==> src/rtl/risc_core_p.sv <==
// risc_core_p -- multi-cycle accumulator processor with a unified memory port.
//
// Every instruction passes through FETCH -> DECODE -> EXEC. FETCH and the
// memory-referencing EXEC opcodes issue one request each and hold it until
// mem_ack. With zero-wait memory each instruction takes 3 cycles.
//
// Parameters
//   DWIDTH  data / instruction width (must be >= AWIDTH+3)
//   AWIDTH  address / PC width
//   RST_PC  PC value loaded by reset
//
// Ports
//   clk        rising-edge clock
//   rst        synchronous active-high reset; also drops any open request
//   run        one-cycle pulse that resumes a halted core
//   mem_req    transaction request, held until mem_ack
//   mem_we     1 = write, 0 = read (valid with mem_req)
//   mem_addr   transaction address (valid with mem_req)
//   mem_wdata  write data, always the accumulator
//   mem_rdata  read data, taken in the mem_ack cycle
//   mem_ack    transaction complete (may coincide with mem_req)
//   halt       core halted
//   carry      carry-out of the most recent ADD
//   pc         current program counter
module risc_core_p #(
    parameter int                DWIDTH = 8,
    parameter int                AWIDTH = 5,
    parameter logic [AWIDTH-1:0] RST_PC = '0
) (
    input  logic              clk,
    input  logic              rst,
    input  logic              run,
    output logic              mem_req,
    output logic              mem_we,
    output logic [AWIDTH-1:0] mem_addr,
    output logic [DWIDTH-1:0] mem_wdata,
    input  logic [DWIDTH-1:0] mem_rdata,
    input  logic              mem_ack,
    output logic              halt,
    output logic              carry,
    output logic [AWIDTH-1:0] pc
);

    // The opcode field sits above the operand address; they must not overlap.
    if (DWIDTH < AWIDTH + 3) begin : g_bad_width
        $error("risc_core_p: DWIDTH must be >= AWIDTH+3");
    end

    localparam logic [2:0] OP_HLT = 3'd0;
    localparam logic [2:0] OP_SKZ = 3'd1;
    localparam logic [2:0] OP_ADD = 3'd2;
    localparam logic [2:0] OP_AND = 3'd3;
    localparam logic [2:0] OP_XOR = 3'd4;
    localparam logic [2:0] OP_LDA = 3'd5;
    localparam logic [2:0] OP_STO = 3'd6;
    localparam logic [2:0] OP_JMP = 3'd7;

    typedef enum logic [1:0] {
        S_FETCH,
        S_DECODE,
        S_EXEC,
        S_HALT
    } state_t;

    state_t              state_reg, state_next;
    logic [AWIDTH-1:0]   pc_reg, pc_next;
    logic [DWIDTH-1:0]   ac_reg, ac_next;
    logic [DWIDTH-1:0]   ir_reg, ir_next;
    logic                carry_reg, carry_next;

    logic                req_c;
    logic                we_c;
    logic [AWIDTH-1:0]   addr_c;

    logic [2:0]          opcode;
    logic [AWIDTH-1:0]   operand;
    logic [DWIDTH:0]     add_sum;
    logic [DWIDTH-1:0]   and_bits;
    logic [DWIDTH-1:0]   xor_bits;
    logic                unused_ir;

    assign opcode  = ir_reg[DWIDTH-1 -: 3];
    assign operand = ir_reg[AWIDTH-1:0];
    // Bits between the opcode and the operand carry no meaning.
    assign unused_ir = ^ir_reg;

    // One extra bit on the adder captures the carry out of DWIDTH.
    assign add_sum = {1'b0, ac_reg} + {1'b0, mem_rdata};

    for (genvar gi = 0; gi < DWIDTH; gi++) begin : g_logic_unit
        assign and_bits[gi] = ac_reg[gi] & mem_rdata[gi];
        assign xor_bits[gi] = ac_reg[gi] ^ mem_rdata[gi];
    end

    always_ff @(posedge clk) begin
        if (rst) begin
            state_reg <= S_FETCH;
            pc_reg    <= RST_PC;
            ac_reg    <= '0;
            ir_reg    <= '0;
            carry_reg <= 1'b0;
        end else begin
            state_reg <= state_next;
            pc_reg    <= pc_next;
            ac_reg    <= ac_next;
            ir_reg    <= ir_next;
            carry_reg <= carry_next;
        end
    end

    always_comb begin
        state_next = state_reg;
        pc_next    = pc_reg;
        ac_next    = ac_reg;
        ir_next    = ir_reg;
        carry_next = carry_reg;
        req_c      = 1'b0;
        we_c       = 1'b0;
        addr_c     = pc_reg;

        case (state_reg)
            S_FETCH: begin
                req_c  = 1'b1;
                addr_c = pc_reg;
                if (mem_ack) begin
                    ir_next    = mem_rdata;
                    state_next = S_DECODE;
                end
            end

            S_DECODE: begin
                pc_next    = pc_reg + AWIDTH'(1);
                state_next = S_EXEC;
            end

            S_EXEC: begin
                case (opcode)
                    OP_HLT: state_next = S_HALT;
                    OP_SKZ: begin
                        // AC cannot change before EXEC completes, so this is
                        // the value it held on entry.
                        if (ac_reg == '0) begin
                            pc_next = pc_reg + AWIDTH'(1);
                        end
                        state_next = S_FETCH;
                    end
                    OP_JMP: begin
                        pc_next    = operand;
                        state_next = S_FETCH;
                    end
                    OP_STO: begin
                        req_c  = 1'b1;
                        we_c   = 1'b1;
                        addr_c = operand;
                        if (mem_ack) begin
                            state_next = S_FETCH;
                        end
                    end
                    default: begin
                        // ADD / AND / XOR / LDA: operand read.
                        req_c  = 1'b1;
                        addr_c = operand;
                        if (mem_ack) begin
                            state_next = S_FETCH;
                            case (opcode)
                                OP_ADD: {carry_next, ac_next} = add_sum;
                                OP_AND: ac_next = and_bits;
                                OP_XOR: ac_next = xor_bits;
                                default: ac_next = mem_rdata;
                            endcase
                        end
                    end
                endcase
            end

            S_HALT: begin
                if (run) begin
                    state_next = S_FETCH;
                end
            end

            default: state_next = S_FETCH;
        endcase
    end

    // Reset is synchronous, so the registered state may still be stale during
    // the rst cycle; gate the externally visible controls directly.
    assign mem_req   = req_c & ~rst;
    assign mem_we    = we_c;
    assign mem_addr  = addr_c;
    assign mem_wdata = ac_reg;
    assign halt      = (state_reg == S_HALT) & ~rst;
    assign carry     = carry_reg;
    assign pc        = pc_reg;

endmodule

==> config.mk <==
export PLATFORM = sky130hd
export DESIGN_NAME = risc_core_p
export DESIGN_NICKNAME = d
export VERILOG_FILES = /design/src/rtl/risc_core_p.sv
export SDC_FILE = /design/constraint.sdc
export NUM_CORES = 1
export LEC_CHECK = 0
export ABC_AREA = 1
export ABC_CLOCK_PERIOD_IN_PS = 1800
export CORE_MARGIN = 3
export CORE_UTILIZATION = 50
export DETAILED_ROUTE_END_ITERATION = 10
export DONT_BUFFER_PORTS = 1
export PLACE_DENSITY_LB_ADDON = 0.1
export SETUP_SLACK_MARGIN = 0.2
export SYNTH_ARGS = -nofsm -noshare
export SYNTH_HDL_FRONTEND = slang
export SYNTH_SLANG_ARGS = --single-unit
==> constraint.sdc <==
create_clock -name clk -period 1.8 [get_ports clk]
set_input_delay 0.18 -clock clk [delete_from_list [all_inputs] [get_ports clk]]
set_output_delay 0.18 -clock clk [all_outputs]
set_load 0.005 [all_outputs]
==> results.ini, run 1 <==
[cells_and_area]
design_area_mm2 = 0.00224
area_delta_synth_final_pct = 26.5
fin_cells = 358
n_antenna_cell = 0
fin_nets = 337
drive_above_1_share_pct = 25.8
utilization_pct = 70.0
fillerInstances = 301

[detailed_routing]
viasPerCell = 5.55
drtPass1Iterations = 5
drcViolationCount = 0
routed_wl_um = 5340
antenna_left = 0
wl_per_cell_um = 14.9
drtIter0Drc = 159
via_count = 1986

[global_routing]
grt_pass1_wl_um = 8240
grt.total_usage_pct = 24.8
antenna_found_initial = 0
grt.overflow.total = 0
grt_start_max_net_pins = 17
grt_pass1_vias = 1712

[floorplan]
die_area_mm2 = 0.00430
num_io_pins = 34
die_h_um = 65.5
core_area_mm2 = 0.00320
die_w_um = 65.5
initial_core_util_pct = 55.4
rows = 20

[placed_design]
port_buffers = 0
dp_cells = 336
dpl_cell_area_mm2 = 0.00184
place_hpwl_um = 3590
gp_congestion = 0.911

[hold_path]
hold_depth = 2
hold_path_class = input pin to flop

[synthesis]
ys_ff_latch = 24
yosysWarnings = 0
synth_largest_area_cell = dfxtp_1
yosys.area.top_type_share_pct = 27.1
yosysSeqAreaShare_pct = 27.1
synth_cells = 291
syn_nets = 313
synth.avg_cell_area_um2 = 6.09
syn_area_mm2 = 0.00177
ys_types = 27
synth.area.top_cells = dfxtp_1 (27%), nand2_1 (15%), inv_1 (9.1%)

[sta]
slew_headroom_pct = 69.4
fmax_mhz = 590
period_share_pct = 94.2
clock_skew_ns = 0.00858
whs_ns = 0.0336
rsz0062_at_grt = true
setup-tns-final_ns = 0
tightest_slew_ns = 0.457
hold_viol = 0
setup_viol = 0
min_period_ns = 1.70
finalMaxSlewViolations = 0

[worst_setup_path]
start_kind = flop
cp_max_fo = 4
reg2reg_depth = 12
r2r-start = mem_wdata[0]
startpoint = mem_wdata[0]
path_class = flop to flop
worstSetupEndpointType = flop
crit_path_end = mem_wdata[4]
cp.arrival_ns = 1.91
rrSetupSlack_ns = 0.10
required_ns = 2.02
regToRegEndpoint = mem_wdata[4]

[cts]
root_buffer = clkbuf_4
cts_buffers = 3
cts_sinks = 24
clk_pin_slew_worst_paths_ns = 0.15
cts_max_level = 1
cts_tree = yes
insertion_delay_ns = 0.33
clock_path_buffers = 2

[power_and_ir_drop]
power.leakage_nw = 1.03
power_density_mw_per_mm2 = 826
ir_drop_mv = 0.363

[outcome]
status = finished clean

[job]
maxCapViolCount = 0

[logic make-up (layout without fill, tap and decap cells)]
group	count (synthesis)	in the layout	synth area share, %
xor gates and xnor gates	3	3	1.48
DFF	24	24	27.1
adders and majority gates	10	10	7.48
and+or+nand+nor	142	143	34.3
buffers and inverters	49	71	10.8
AOI/OAI and AO/OA	63	63	18.8
[Yosys cell counts (all sizes together)]
| library cell | number |
|---|---|
| a211oi | 1 |
| a21oi | 22 |
| a31oi | 4 |
| buf | 2 |
| clkbuf | 1 |
| dfxtp | 24 |
| fa | 1 |
| ha | 9 |
| inv | 46 |
| nand2 | 73 |
| nand3 | 21 |
| nand3b | 1 |
| nand4 | 2 |
| nor2 | 40 |
| nor3 | 4 |
| o211ai | 1 |
| o21ai | 31 |
| o22ai | 4 |
| or2 | 1 |
| xor2 | 3 |
[metal layers]
layer | up-vias | track usage [%] | wire [um]
li1 | 991 | - | -
met5 | - | 0 | 0
met3 | 9 | 5.13 | 426
met4 | 0 | 6.48 | 91
met1 | 904 | 35.7 | 2460
met2 | 82 | 37.5 | 2360
[stage by stage]
step / power [mW] / worst slack [ns]
finish: 1.85 / 0.105
global route: 1.99 / 0.0234
CTS: 1.74 / 0.148
detailed placement: 1.25 / 0.0833
global placement: 1.25 / 0.121
floorplan: 1.13 / 0.204
[how the worst min path moves through the flow]
| stage | from | to | slack, ns |
|---|---|---|---|
| 2_1_floorplan | mem_rdata[3] | ir_reg[3] | 0.31 |
| 3_3_place_gp | rst | mem_wdata[4] | 0.25 |
| 3_5_place_dp | rst | mem_wdata[6] | 0.26 |
| 4_1_cts | mem_rdata[2] | ir_reg[2] | 0.01 |
| 5_1_grt | mem_rdata[2] | ir_reg[2] | 0.0007 |
| 6_report | mem_rdata[2] | ir_reg[2] | 0.03 |
[area by class of cell]
class | instances | area, um^2 | area share, %
multi-input combinational | 219 | 1280 | 57.1
clock inverter | 1 | 30.0 | 1.34
clock buffer | 3 | 22.5 | 1.00
inverter | 46 | 178 | 7.92
tap | 44 | 55.1 | 2.46
timing repair buffer | 21 | 176 | 7.87
sequential | 24 | 500 | 22.3
[power breakdown]
part	total [mW]	internal (mW)	switching (mW)
combinational	0.733	0.274	0.459
clock	0.410	0.225	0.184
sequential	0.709	0.608	0.101
[timing repair]
| item | in CTS | in global routing |
|---|---|---|
| pin swaps | 10 | 16 |
| setup buffers | 5 | 6 |
| cloned | 1 | 0 |
| endpoints found under the hold margin | 13 | 0 |
| endpoints found under the setup margin | 11 | 22 |
| resized for setup | 27 | 39 |
| hold buffers | 6 | 0 |
[cells in the final DEF (no fill, tap or decap), types with 2 or more instances in the layout]
cell type	netlist	routed
a21oi_1	22	17
a21oi_2	0	5
a31oi_1	4	4
buf_4	0	14
clkbuf_4	0	3
dfxtp_1	24	16
dfxtp_2	0	4
dfxtp_4	0	4
dlygate4sd3_1	0	6
ha_1	9	4
ha_2	0	3
ha_4	0	2
inv_1	43	38
inv_2	3	6
inv_4	0	2
nand2_1	70	58
nand2_2	3	14
nand2_4	0	2
nand3_1	20	16
nand3_2	1	4
nand4_1	2	2
nor2_1	36	32
nor2_2	2	4
nor2_4	2	4
nor3_1	4	2
o21ai_0	30	26
o21ai_1	0	2
o21ai_2	1	2
o22ai_1	4	4
xor2_1	3	3
[critical path, stage by stage, from the launching register on]
cell and delay (ns):
dfxtp_4 0.41, ha_4 0.14, inv_2 0.04, fa_2 0.34, inv_2 0.08, nand2_2 0.06
nand2_2 0.09, buf_4 0.11, nand3_1 0.06, nand2_1 0.07, o21ai_1 0.06, nand2_1 0.07
a21oi_1 0.05
Note: power is estimated with default switching activity, not from simulation.
==> run 2: changes to the inputs <==
ABC_CLOCK_PERIOD_IN_PS = 2100   (was 1800)
clock period = 2.1 ns   (was 1.8 ns; I/O delays follow)
==> run 2 against run 1 <==
  * Clock power fell by 14%
  * Wire length decreased by 8.0%
  * Via count decreased by 6.6%
  * Utilization decreased by 10 points
  * Critical path depth fell by 7
  * Design area decreased by 14%
  * Largest power group is now registers
  * Non-clock buffer count decreased by 19
  * Flip-flop and latch count stayed put
  * Clock skew decreased by 0.0020 ns
  * Worst setup slack gained 0.22 ns
  * Sequential share of layout area increased by 3.0 points
  * Sequential power fell by 15%
==> results.ini, run 2 (synthesized netlist as in run 1, its figures left out) <==
[outcome]
status = finished clean

[detailed_routing]
antenna_left = 0  ; unchanged
wl_per_cell_um = 14.5  ; -2.9%
via_count = 1855  ; -6.6%
drcViolationCount = 0  ; unchanged
drtPass1Iterations = 4  ; -1
routed_wl_um = 4910  ; -8.0%
viasPerCell = 5.47  ; -1.4%
drtIter0Drc = 111  ; -30%

[placed_design]
post-place-ws_ns = 0.306  ; +0.223 ns
place_hpwl_um = 3590  ; -0.25%
gp_congestion = 0.932  ; +2.2%
dp_cells = 332  ; -1.2%
port_buffers = 0  ; unchanged

[cells_and_area]
final_common_cell = nand2_1
fin_nets = 318  ; -5.6%
drive_above_1_share_pct = 7.80  ; -18 points
final_cell_mix = nand2_1 (70), inv_1 (43), nor2_1 (35)
fin_cells = 339  ; -5.3%
n_antenna_cell = 0  ; unchanged
area_delta_synth_final_pct = 8.19
utilization_pct = 59.9  ; -10 points

[cts]
root_buffer = clkbuf_4
cts_max_level = 1  ; unchanged
clock_path_buffers = 2  ; unchanged
cts_sinks = 24  ; unchanged
insertion_delay_ns = 0.34  ; about the same
post_cts_buffers = 0  ; -5
clk_pin_slew_worst_paths_ns = 0.15  ; about the same
cts_tree = yes
cts_buffers = 3  ; unchanged

[sta]
clock_skew_ns = 0.00661  ; -0.00196 ns
rsz0062_at_grt = true
hold_viol = 0  ; unchanged
period_share_pct = 84.6
slew_headroom_pct = 71.7  ; +2.2 points
setup_viol = 0  ; unchanged
tightest_slew_ns = 0.425  ; -0.0323 ns
finalMaxSlewViolations = 0  ; unchanged
min_period_ns = 1.78
timing.final.ws_setup_ns = 0.324  ; +0.219 ns
fmax_mhz = 563
setup-tns-final_ns = 0  ; unchanged

[global_routing]
grt_start_max_net_pins = 17  ; unchanged
top_usage_layer = met2
grt_pass1_wl_um = 8040  ; -2.4%
grt_use_met1_pct = 32.6  ; -3.1 points
grt.total_usage_pct = 24.0  ; -0.81 points
met2_usage_pct = 36.8  ; -0.76 points
grt.overflow.total = 0  ; unchanged
grt_pass1_vias = 1692  ; -1.2%
grt_use_met3_pct = 7.01  ; +1.9 points
antenna_found_initial = 0  ; unchanged

[worst_setup_path]
worstSetupEndpointType = output pin
cp.arrival_ns = 1.57  ; -0.34 ns
required_ns = 1.89  ; -0.13 ns
path_class = flop to output pin
cp_max_fo = 8  ; +4
start_kind = flop

[power_and_ir_drop]
p_sw_mw = 0.575  ; -23%
p_int_mw = 0.875  ; -21%
power_frac_clock_pct = 24.4  ; +2.3 points
finalPower_mw = 1.45  ; -22%
power.leakage_nw = 0.919  ; -11%
switching_share_pct = 39.6  ; -0.59 points
seq_power_share_pct = 41.4  ; +3.1 points
ir_drop_mv = 0.428  ; +18%
power_density_mw_per_mm2 = 756  ; -8.5%
combPwrFrac_pct = 34.2  ; -5.4 points

[floorplan]
die_h_um = 65.5  ; unchanged
rows = 20  ; unchanged
initial_core_util_pct = 55.4  ; unchanged
die_area_mm2 = 0.00430  ; unchanged
core_area_mm2 = 0.00320  ; unchanged
die_w_um = 65.5  ; unchanged
num_io_pins = 34  ; unchanged

[job]
maxCapViolCount = 0  ; unchanged

[hold_path]
hold_path_class = input pin to flop

[run 2: cell types whose count changed in the layout (fill, tap and decap cells not counted), moves of 4 or more]
cell,delta
nand2_2,-10
a21oi_2,-5
ha_1,+4
dfxtp_1,+6
a21oi_1,+5
dlygate4sd3_1,-4
inv_1,+5
buf_4,-14
nand3_1,+4
nand2_1,+12
[run 2: per-layer routing]
| metal | up-vias | routed length [um] |
|---|---|---|
| met5 | - | 0 |
| met4 | 0 | 63 |
| met3 | 6 | 479 |
| met2 | 63 | 2020 |
| met1 | 829 | 2350 |
| li1 | 957 | - |
[run 2: final cells by class]
class / count / area, um^2
Multi-Input combinational cell: 219 / 1130
Tap cell: 44 / 55.1
Sequential cell: 24 / 485
Inverter: 46 / 173
Clock buffer: 3 / 22.5
Clock inverter: 1 / 30.0
Fill cell: 342 / 1280
Timing Repair Buffer: 2 / 20.0
[run 2: worst max-delay path: stages, from the launching register on]
cell	delay, ns
dfxtp_1	0.43
nor3_2	0.36
nor2_4	0.09
nand2_1	0.18
nand2_1	0.07
o21ai_1	0.10
[run 2: timing repair]
action,CTS,global route
hold buffers,1,1
gates resized for setup,0,11
endpoints found under the hold margin,6,1
endpoints found under the setup margin,0,8
[run 2: stage by stage]
stage               hold slack [ns]  cell area (um^2)
finish                      0.00246              1920
global route                0.00406              1920
CTS                         0.00556              1870
detailed placement            0.284              1810
global placement              0.282              1810
floorplan                     0.345              1770
[run 2: power by group through the flow]
stage,registers (mW),clock network (mW),logic (mW)
after global routing,0.610,0.374,0.575
after global placement,0.605,0,0.456
after CTS,0.596,0.356,0.468
after floorplan,0.582,0,0.384
after detailed placement,0.606,0,0.460
final,0.600,0.354,0.496
[run 2: path summary, 6_finish.rpt]
kind                 from      endpoint  slack [ns]  cells after the start
min reg2reg     ir_reg[0]     ir_reg[0]        0.49                      2
min          mem_rdata[4]     ir_reg[4]       0.002                      2
max             ir_reg[5]   mem_addr[1]        0.32                      5
max reg2reg     ir_reg[6]  mem_wdata[4]        0.33                      9
==> run 3: changes to the inputs <==
ABC_CLOCK_PERIOD_IN_PS = 1700   (was 2100)
clock period = 1.7 ns   (was 2.1 ns; I/O delays follow)
==> run 3 against run 2 <==
  * Global-route usage grew 2.5 points
  * Register-to-register slack lost 0.28 ns
  * Clock skew shrank 0.0047 ns
  * Count of clock-buffer cells in the layout is the same
  * First-iteration DRC count is 42% higher
  * Critical path depth increased by 4
  * Combinational power grew 56%
==> results.ini, run 3 (synthesized netlist as in run 1, its figures left out) <==
[outcome]
status = finished clean

[detailed_routing]
via_count = 2025  ; +9.2%
routed_wl_um = 5450  ; +11%
viasPerCell = 5.59  ; +2.2%
drtIter0Drc = 158  ; +42%
antenna_left = 0  ; unchanged
wl_per_cell_um = 15.1  ; +3.9%
drcViolationCount = 0  ; unchanged
drtPass1Iterations = 5  ; +1

[placed_design]
dpl_cell_area_mm2 = 0.00187  ; +3.4%
port_buffers = 0  ; unchanged
post-place-ws_ns = 0.0891  ; -0.217 ns
place_hpwl_um = 3610  ; +0.59%
gp_congestion = 0.986  ; +5.8%

[global_routing]
grt.overflow.total = 0  ; unchanged
grt_pass1_wl_um = 8860  ; +10%
grt_pass1_vias = 1851  ; +9.4%
antenna_found_initial = 0  ; unchanged
grt_start_max_net_pins = 17  ; unchanged
grt.total_usage_pct = 26.5  ; +2.5 points

[sta]
slew_headroom_pct = 68.6  ; -3.1 points
fmax_mhz = 596
period_share_pct = 98.6
rsz0062_at_grt = true
hold_viol = 0  ; unchanged
setup_viol = 0  ; unchanged
min_period_ns = 1.68
finalMaxSlewViolations = 0  ; unchanged
tightest_slew_ns = 0.469  ; +0.0447 ns
timing.final.ws_setup_ns = 0.0235  ; -0.300 ns
clock_skew_ns = 0.00192  ; -0.00469 ns

[cts]
clock_path_buffers = 2  ; unchanged
cts_sinks = 24  ; unchanged
root_buffer = clkbuf_4
insertion_delay_ns = 0.34  ; about the same
cts_buffers = 3  ; unchanged
cts_max_level = 1  ; unchanged
cts_tree = yes
clk_pin_slew_worst_paths_ns = 0.15  ; about the same

[cells_and_area]
drive_above_1_share_pct = 24.5  ; +17 points
n_antenna_cell = 0  ; unchanged
design_area_mm2 = 0.00225  ; +17%
area_delta_synth_final_pct = 27.1
final_cell_mix = nand2_1 (61), inv_1 (38), nor2_1 (31)
final_common_cell = nand2_1
fin_nets = 341  ; +7.2%

[power_and_ir_drop]
ir_drop_mv = 0.389  ; -9.1%
power.leakage_nw = 1.04  ; +13%
finalPower_mw = 1.98  ; +37%
power_density_mw_per_mm2 = 878  ; +16%

[worst_setup_path]
required_ns = 1.53  ; -0.36 ns
cp_max_fo = 6  ; -2
worstSetupEndpointType = output pin
slowest_delay_ns = 0.40  ; -0.03 ns
path_class = flop to output pin
start_kind = flop
cp.arrival_ns = 1.51  ; -0.06 ns
crit_slowest_cell = dfxtp_4
timing.critical_path.cells = nand2_2 > inv_2 > nand2_2 > nand2_2 > nor2_4 > nand2_4 > inv_4 > nand2_1 > nand2_1
r2r-start = mem_wdata[0]
path_common_cell = nand2_2
startpoint = ir_reg[7]

[floorplan]
rows = 20  ; unchanged
die_w_um = 65.5  ; unchanged
num_io_pins = 34  ; unchanged
initial_core_util_pct = 55.4  ; unchanged
core_area_mm2 = 0.00320  ; unchanged
die_h_um = 65.5  ; unchanged
die_area_mm2 = 0.00430  ; unchanged

[hold_path]
min_from = mem_rdata[5]
hold_path_class = input pin to flop

[job]
maxCapViolCount = 0  ; unchanged

==> run 3: metrics by stage <==
step                util [%]  hold slack (ns)  instances  setup TNS (ns)
floorplan                  -            0.305        291               0
global placement        58.4            0.242        337               0
detailed placement      58.4            0.245        337               0
CTS                     67.9           0.0113        359               0
global route            70.4           0.0496        362          -0.241
finish                  70.4           0.0129        362               0
==> run 3: repair_timing <==
action / 4_1_cts / 5_1_grt
hold buffers: 7 / 0
gates resized for setup: 31 / 19
hold endpoints to repair: 14 / 0
gates cloned: 2 / 0
setup endpoints to repair: 15 / 25
pin swaps: 7 / 12
setup buffers: 9 / 3
==> run 3: path summary, 6_finish.rpt <==
path / to / slack [ns] / depth (start not counted)
worst min register to register: ir_reg[0] / 0.49 / 2
worst min-delay path: ir_reg[5] / 0.01 / 2
worst max register to register: mem_wdata[6] / 0.05 / 12
worst max-delay path: mem_addr[4] / 0.02 / 9
==> run 3: critical path: cells and delay by family, from the launching register on <==
family / cells / cell delay, ns
buffers and inverters: 2 / 0.12
DFF: 1 / 0.40
and+or+nand+nor: 7 / 0.64
==> run 3: cell type report <==
class                   count  area [um^2]
flip-flops and latches     24          493
fillers                   283          950
repair buffers             24          198
inverters                  46          178
multi-input cells         219         1270
well taps                  44         55.1
clock buffers               3         22.5
repair inverters            1         7.51
clock inverters             1         30.0
==> run 3: power breakdown <==
group,total (mW),switching (mW),internal (mW)
Clock,0.450,0.211,0.239
Sequential,0.753,0.109,0.643
Combinational,0.776,0.480,0.296
==> run 3: routing by layer <==
metal  wire length (um)  vias to the layer above  part of all wire (%)  GRT usage, %
met5                  0                        -                     0             0
met4                 86                        0                   1.6          9.84
met3                545                       12                    10          4.62
met2               2380                      101                    44          40.3
met1               2440                      904                    45          37.2
li1                   -                     1008                     -             -
